## src/rtl/tx_symbol_path.sv

```systemverilog
// tx_symbol_path: transmit baseband front end.
// Takes one QPSK symbol per input handshake (in_I, in_Q), maps each bit to
// +/-AMPLITUDE and upsamples by SPS onto an AXI-Stream-style {I,Q} stream.
// Build option TX_ZERO_STUFF_EN: when defined, only phase 0 of each symbol
// carries the mapped {I,Q} and phases 1..SPS-1 carry {0,0} (zero insertion);
// when undefined, every phase repeats the mapped {I,Q} (sample and hold).
module tx_symbol_path #(
    parameter int SAMPLE_WIDTH = 12,
    parameter int SPS          = 4,
    parameter int AMPLITUDE    = 1448
) (
    input  logic                      clk,
    input  logic                      rst,
    input  logic                      in_valid,
    output logic                      in_ready,
    input  logic                      in_I,
    input  logic                      in_Q,
    input  logic [1:0]                in_data,
    output logic                      out_valid,
    input  logic                      out_ready,
    output logic [2*SAMPLE_WIDTH-1:0] out_data
);

    localparam int PHASE_W = (SPS > 1) ? $clog2(SPS) : 1;
    localparam logic [PHASE_W-1:0]      LAST_PHASE = PHASE_W'(SPS - 1);
    localparam logic [SAMPLE_WIDTH-1:0] LEVEL_POS  = SAMPLE_WIDTH'(AMPLITUDE);
    localparam logic [SAMPLE_WIDTH-1:0] LEVEL_NEG  = SAMPLE_WIDTH'(-AMPLITUDE);

    // Bit 0 maps to the positive level, bit 1 to the negative level.
    function automatic logic [SAMPLE_WIDTH-1:0] map_bit(input logic b);
        return b ? LEVEL_NEG : LEVEL_POS;
    endfunction

    // The reserved input carries nothing; fold it away explicitly.
    logic unused_in_data;
    assign unused_in_data = ^in_data;

    // sym_valid doubles as out_valid: a loaded symbol is always being presented.
    logic               sym_valid;
    logic [PHASE_W-1:0] phase;
    logic               out_fire;
    logic               sym_done;
    logic               in_fire;

    assign out_fire  = sym_valid & out_ready;
    assign sym_done  = out_fire & (phase == LAST_PHASE);
    // Accept a new symbol when empty, or when the last sample of the current
    // one leaves this cycle, so consecutive symbols stream without a gap.
    assign in_ready  = ~rst & (~sym_valid | sym_done);
    assign in_fire   = in_valid & in_ready;
    assign out_valid = sym_valid;

    // Symbol load, phase advance and drain of the presented sample.
    always_ff @(posedge clk) begin
        // NOTE: non-blocking assignments keep every register update based on
        // the pre-edge values, so the handshake terms above stay consistent.
        if (rst) begin
            sym_valid <= 1'b0;
            phase     <= '0;
            out_data  <= '0;
        end else if (in_fire) begin
            sym_valid <= 1'b1;
            phase     <= '0;
            out_data  <= {map_bit(in_I), map_bit(in_Q)};
        end else if (sym_done) begin
            sym_valid <= 1'b0;
            phase     <= '0;
            out_data  <= '0;
        end else if (out_fire) begin
            phase     <= phase + PHASE_W'(1);
`ifdef TX_ZERO_STUFF_EN
            out_data  <= '0;
`endif
        end
    end

endmodule

```

## config.mk

```make
export PLATFORM = sky130hd
export DESIGN_NAME = tx_symbol_path
export DESIGN_NICKNAME = d
export VERILOG_FILES = /design/src/rtl/tx_symbol_path.sv
export SDC_FILE = /design/constraint.sdc
export NUM_CORES = 1
export LEC_CHECK = 0
export CORE_MARGIN = 4
export CORE_UTILIZATION = 36
export DETAILED_ROUTE_END_ITERATION = 6
export PLACE_DENSITY_LB_ADDON = 0.05
export SYNTH_ARGS = -nofsm -noshare
export SYNTH_HDL_FRONTEND = slang
export SYNTH_SLANG_ARGS = --single-unit
```

## constraint.sdc

```tcl
create_clock -name clk -period 3.7 [get_ports clk]
set_clock_uncertainty 0.05 [all_clocks]
set_input_delay 0.37 -clock clk [delete_from_list [all_inputs] [get_ports clk]]
set_output_delay 0.37 -clock clk [all_outputs]
set_load 0.005 [all_outputs]
```

==> summary.md, run 1 <==
| Metric | Value |
|---|---|
| Yosys Warn Count | `0` |
| Unique masters post-synth | `22` |
| Post-synth top flop | `dfxtp_1` |
| Layout cells sized above 1 | `6.94%` |
| Cts hold-fix bufs | `0` |
| Via count | `406` |
| Slowest-stage cell, CP | `clkdlybuf4s50_1` |
| CP max FO | `8` |
| Count leader, synth | `buf_4` |
| Crit path time final | `2.15 ns` |
| Status | `finished, final reports clean` |
| Period utilization | `58.2%` |
| Hold Crit Class | `reg2reg` |
| # diodes | `0` |
| Area leader, netlist | `buf_4` |
| Antenna violations before repair | `0` |
| Largest net degree at the start of global routing | `11` |
| Post-synth top area share | `30.3%` |
| Post-synth EDFFs | `0` |
| Antenna-violating nets left | `0` |
| DRC Markers | `0` |
| Die Area | `2030 um^2` |
| Fin. Hold Viols | `0` |
| Hold path depth | `2` |
| Routed vias/inst | `4.67` |
| Starting Density | `38.1%` |
| Root buffer cell | `clkbuf_4` |
| Fin. max-slew vios | `0` |
| Clk slew on worst S/H paths | `0.05 ns` |
| Arrival @ worst endpoint | `1.73 ns` |
| Post-synthesis average cell area | `8.26 um^2` |
| Site row count | `13` |
| Sink Count | `7` |
| Clk buf depth | `2` |
| Sequential share of the synthesized area | `28.3%` |
| Post-synthesis register bit count | `7` |
| Wire per inst | `11.2 um` |
| Synth area leaders | `buf_4 30%, dfxtp_1 28%, a21oi_1 4.0%` |
| Max-capacitance violation count | `0` |
| Layout area overhead | `31.3%` |
| Die width | `45.1 um` |
| Total CTS buffers | `3` |
| RSZ-0062 raised after global routing | `no` |
| VDD IR max | `188 uV` |
| Ys async rst share | `0%` |
| Worst r2r path cells | `4` |
| Synth cell count leaders | `20 x buf_4, 7 x dfxtp_1, 4 x a21oi_1, 4 x nor2_1, 4 x o21ai_0` |
| First-pass GRT wire length | `1550 um` |
| 1st-iter DRT viols | `7` |
| # Post-CTS Setup Buffers | `0` |
| Final hold slack | `0.435 ns` |
| Mux cell area share after synthesis | `2.02%` |
| Pwr dens | `311 nW/um^2` |
| CP required | `3.28 ns` |
| Final wirelength | `974 um` |
| Overflow after GRT | `0` |
| Adder-Cell Fraction of Synth Area | `2.53%` |
| CTS resizes | `0` |
| Crit-path cells | `clkdlybuf4s50_1, a21boi_2, nor2_1, clkdlybuf4s50_1` |
| Utilization after layout | `50.0%` |
| Mapped Area | `495 um^2` |
| First-pass DRT Iterations | `4` |
| Vias in the first global route | `354` |
| CTS tree | `done` |
| Core Footprint | `1300 um^2` |
| Clk_lat worst skew | `0.25 ns` |
| Synth Area in XOR/XNOR | `0%` |
| Setup crit start kind | `input port` |
| Height of the die | `45.1 um` |
| GRT Total Usage | `10.6%` |
| Final setup violation count | `0` |
| Max incr delay on CP | `0.51 ns` |
| Htree depth | `1` |
| Post-Synthesis Cells | `60` |
| Crit Path Class | `in2out` |
| Pleak | `0.000242 uW` |
| Placer Congestion | `0.653` |
| I/O Buffers | `25` |
| CP dominant cell by count | `clkdlybuf4s50_1` |
| Simple-gate share of the synthesized area | `19.9%` |
| Post-layout nets | `82` |
| Setup TNS | `0 ns` |
| Fmax | `0.465 GHz` |
| Dpl hpwl | `722 um` |
| Largest family of logic cells by synthesized area | `buffers and inverters` |
| Compound-gate portion of the synthesized area | `14.4%` |
| Top Ports | `34` |
| Critical path capture point type | `primary output` |
## registers in the layout, indices dropped and copies added, names as in the netlist
name and flops:
out_data 5, phase 2
## placed cells by master (no fill, tap or decap), drive strengths merged, types with 2 or more instances in the layout
cell type      synthesis  layout
a21oi                  4       4
a31oi                  2       2
dfxtp                  7       7
nor2                   4       4
nand2b                 2       2
clkbuf                 0       4
conb                   1       6
o21ai                  4       4
clkdlybuf4s50          0      25
nand4b                 2       2
nand2                  2       2
## critical path, delay by kind of cell
kind | cells | cell delay (ns)
buf+inv | 2 | 0.96
simple gates | 1 | 0.07
compound gates | 1 | 0.34
## area by class of cell
| class | count | area [um^2] |
|---|---|---|
| clock buffers | 4 | 26.3 |
| multi-input cells | 36 | 215 |
| repair buffers | 25 | 250 |
| well taps | 15 | 18.8 |
| flip-flops and latches | 7 | 140 |
| fillers | 142 | 651 |
## report_power, final
| group | total, uW | switching, uW | internal (uW) | leakage, uW |
|---|---|---|---|---|
| combinational | 48.3 | 17.0 | 31.3 | 0.000169 |
| clock | 69.5 | 28.4 | 41.2 | 0.0000150 |
| sequential | 84.6 | 5.14 | 79.5 | 0.0000574 |
## per-layer routing
metal / global-route usage (%) / vias up / wire [um]
li1: - / 204 / -
met1: 13.9 / 181 / 457
met2: 14.4 / 21 / 414
met3: 6.37 / 0 / 102
met4: 3.51 / 0 / 0
met5: 0 / - / 0
## path summary, 6_finish.rpt
check             startpoint            to  slack, ns
setup / recovery   out_ready      in_ready       1.55
hold / removal      phase[1]      phase[1]       0.44
setup reg to reg    phase[0]  out_data[10]       2.34
hold reg to reg     phase[1]      phase[1]       0.44
## per-stage QoR
step / instance area, um^2 / cells / power, uW / worst slack, ns
global route: 651 / 87 / 214 / 1.44
floorplan: 514 / 65 / 118 / 2.43
CTS: 651 / 87 / 206 / 1.53
detailed placement: 624 / 83 / 135 / 1.53
finish: 651 / 87 / 202 / 1.55
global placement: 624 / 83 / 135 / 1.52
## cells by family (layout without fill, tap and decap cells)
logic type | after synthesis | after routing
DFF | 7 | 7
muxes | 1 | 1
buffers and inverters | 22 | 29
other | 1 | 6
adders and majority gates | 1 | 1
and+or+nand+nor | 16 | 16
AOI/OAI and AO/OA | 12 | 12
Note: power is estimated with default switching activity, not from simulation.
==> run 2, diff against run 1 <==
--- a/config.mk
+++ b/config.mk
@@ -6,7 +6,7 @@
 export NUM_CORES = 1
 export LEC_CHECK = 0
 export CORE_MARGIN = 4
-export CORE_UTILIZATION = 36
+export CORE_UTILIZATION = 34
 export DETAILED_ROUTE_END_ITERATION = 6
 export PLACE_DENSITY_LB_ADDON = 0.05
 export SYNTH_ARGS = -nofsm -noshare
==> constraint.sdc (replaced) <==
create_clock -name clk -period 2.1 [get_ports clk]
set_clock_uncertainty 0.05 [all_clocks]
set_input_delay 0.21 -clock clk [delete_from_list [all_inputs] [get_ports clk]]
set_output_delay 0.21 -clock clk [all_outputs]
set_load 0.005 [all_outputs]
==> run 2 against run 1 <==
  * Clock power is 80% higher
  * Sequential cell count stayed put
  * Design area up 3.5%
  * Cell count rose by 3.4%
  * Critical path depth unchanged
  * Sequential power grew 76%
  * First-iteration DRC count increased by 86%
  * Combinational power grew 87%
  * Utilization up 0.47 points
  * Global-route usage grew 0.77 points
  * Die area rose by 4.8%
  * Via count grew 1.7%
  * Critical path type is now reg2out
==> summary.md, run 2 (same netlist as run 1, synthesis figures left out) <==
| Metric | Value |
|---|---|
| Crit-path cells | `ha_1, a21boi_2, nor2_1, clkdlybuf4s50_1` |
| Final wirelength | `1070 um (+9.4%)` |
| I/O Buffers | `25 (unchanged)` |
| Via count | `413 (+1.7%)` |
| Setup TNS | `0 ns (unchanged)` |
| Most frequent cells in the layout | `25 x clkdlybuf4s50_1, 7 x dfxtp_1, 6 x conb_1` |
| Cts hold-fix bufs | `0 (unchanged)` |
| Wire per inst | `11.8 um (+5.8%)` |
| Routed vias/inst | `4.59 (-1.7%)` |
| First-pass DRT Iterations | `4 (unchanged)` |
| Placement Cell Area | `647 um^2 (+3.6%)` |
| # fillers | `131 (-7.7%)` |
| 1st-iter DRT viols | `13 (+6)` |
| Critical path capture point type | `primary output` |
| Placer Congestion | `0.683 (+4.7%)` |
| VDD IR max | `386 uV (+110%)` |
| DRC Markers | `0 (unchanged)` |
| Total CTS buffers | `3 (unchanged)` |
| Die width | `46.2 um (+2.4%)` |
| CP required | `1.84 ns (-1.44 ns)` |
| Utilization after layout | `50.5% (+0.47 points)` |
| Root buffer cell | `clkbuf_4` |
| Largest register by flop count | `out_data` |
| Height of the die | `46.2 um (+2.4%)` |
| CP bufs+invs | `1 (-1)` |
| Layout cells sized above 1 | `10.7% (+3.7 points)` |
| CP delay by family, top | `buffers and inverters` |
| Fin. Hold Viols | `0 (unchanged)` |
| Starting Density | `37.1% (-0.93 points)` |
| Largest net degree at the start of global routing | `11 (unchanged)` |
| Sink Count | `7 (unchanged)` |
| Crit path time final | `1.81 ns` |
| CP max FO | `5 (-3)` |
| Final setup violation count | `0 (unchanged)` |
| Leading cell type in the layout, fill and taps excluded | `clkdlybuf4s50_1` |
| Max reg flops | `5 (unchanged)` |
| Fin area | `673 um^2 (+3.5%)` |
| Crit Path Class | `reg2out` |
| Max incr delay on CP | `0.50 ns (about the same)` |
| Top Ports | `34 (unchanged)` |
| Clk_lat worst skew | `0.25 ns (about the same)` |
| Antenna-violating nets left | `0 (unchanged)` |
| Register area | `140 um^2 (unchanged)` |
| Antenna violations before repair | `0 (unchanged)` |
| Setup WS pre-CTS | `0.461 ns (-1.06 ns)` |
| Overflow after GRT | `0 (unchanged)` |
| Slowest-stage cell, CP | `clkdlybuf4s50_1` |
| Max-capacitance violation count | `0 (unchanged)` |
| CTS resizes | `0 (unchanged)` |
| Clk buf depth | `2 (unchanged)` |
| Htree depth | `1 (unchanged)` |
| GRT Total Usage | `11.4% (+0.77 points)` |
| Area occupied by multi-input gates | `215 um^2 (unchanged)` |
| # diodes | `0 (unchanged)` |
| # Post-CTS Setup Buffers | `0 (unchanged)` |
| Top Registers | `out_data (5), phase (2)` |
| Final WS setup | `0.292 ns (-1.26 ns)` |
| Clk slew on worst S/H paths | `0.05 ns (about the same)` |
| Fin. max-slew vios | `0 (unchanged)` |
| Pleak | `0.000256 uW (+6.1%)` |
| Layout area overhead | `35.9%` |
| Core Footprint | `1330 um^2 (+2.5%)` |
| Arrival @ worst endpoint | `1.55 ns (-0.18 ns)` |
| Period utilization | `86.1%` |
| Post-layout nets | `85 (+3.7%)` |
| Fmax | `0.553 GHz` |
| Site row count | `13 (unchanged)` |
| Non-filler instance count after layout | `90 (+3.4%)` |
| RSZ-0062 raised after global routing | `no` |
| Hold Crit Class | `reg2reg` |
| Die Area | `2130 um^2 (+4.8%)` |
| Setup crit start kind | `flip-flop` |
| Pwr dens | `542 nW/um^2 (+74%)` |
| Inst Count DP | `86 (+3.6%)` |
| Dpl hpwl | `767 um (+6.2%)` |
| Vias in the first global route | `362 (+2.3%)` |
| Status | `finished, final reports clean` |
| First-pass GRT wire length | `1700 um (+10%)` |
| CTS tree | `done` |
run 2: cell count changes in the layout (fill, tap and decap cells not counted), sizes merged:
cell	before	now
buf	0	3
run 2: where the power goes:
| part | switching (uW) | internal [uW] | total, uW |
|---|---|---|---|
| Combinational | 31.1 | 59.1 | 90.2 |
| Sequential | 9.35 | 140 | 149 |
| Clock | 52.5 | 72.7 | 125 |
| Total | 93.0 | 272 | 365 |
run 2: worst min-delay path, stage by stage, from the launching register on:
cell	delay (ns)
dfxtp_1	0.31
o21ai_0	0.07
a21oi_1	0.06
run 2: final timing paths:
check | endpoint | slack, ns | depth (start not counted) | startpoint
worst max register to register | out_data[10] | 0.62 | 5 | phase[0]
worst max-delay path | in_ready | 0.29 | 4 | phase[0]
worst min register to register | phase[1] | 0.43 | 2 | phase[1]
worst min-delay path | phase[1] | 0.43 | 2 | phase[1]
run 2: layout make-up:
type                    count  area share, %
repair buffers             28           40.5
multi-input cells          36           32.0
flip-flops and latches      7           20.8
clock buffers               4           3.90
well taps                  15           2.79
run 2: per-stage QoR:
| stage | total power, uW | hold slack [ns] |
|---|---|---|
| CTS | 369 | 0.432 |
| global placement | 243 | 0.420 |
| global route | 392 | 0.467 |
| floorplan | 207 | 0.324 |
| detailed placement | 242 | 0.425 |
| finish | 365 | 0.432 |
run 2: layer usage:
metal	GRT usage [%]	share of wire, %	wire (um)
met1	16.0	45	477
met2	13.7	46	491
met3	7.42	9.1	97
met4	3.41	0	0
met5	0	0	0
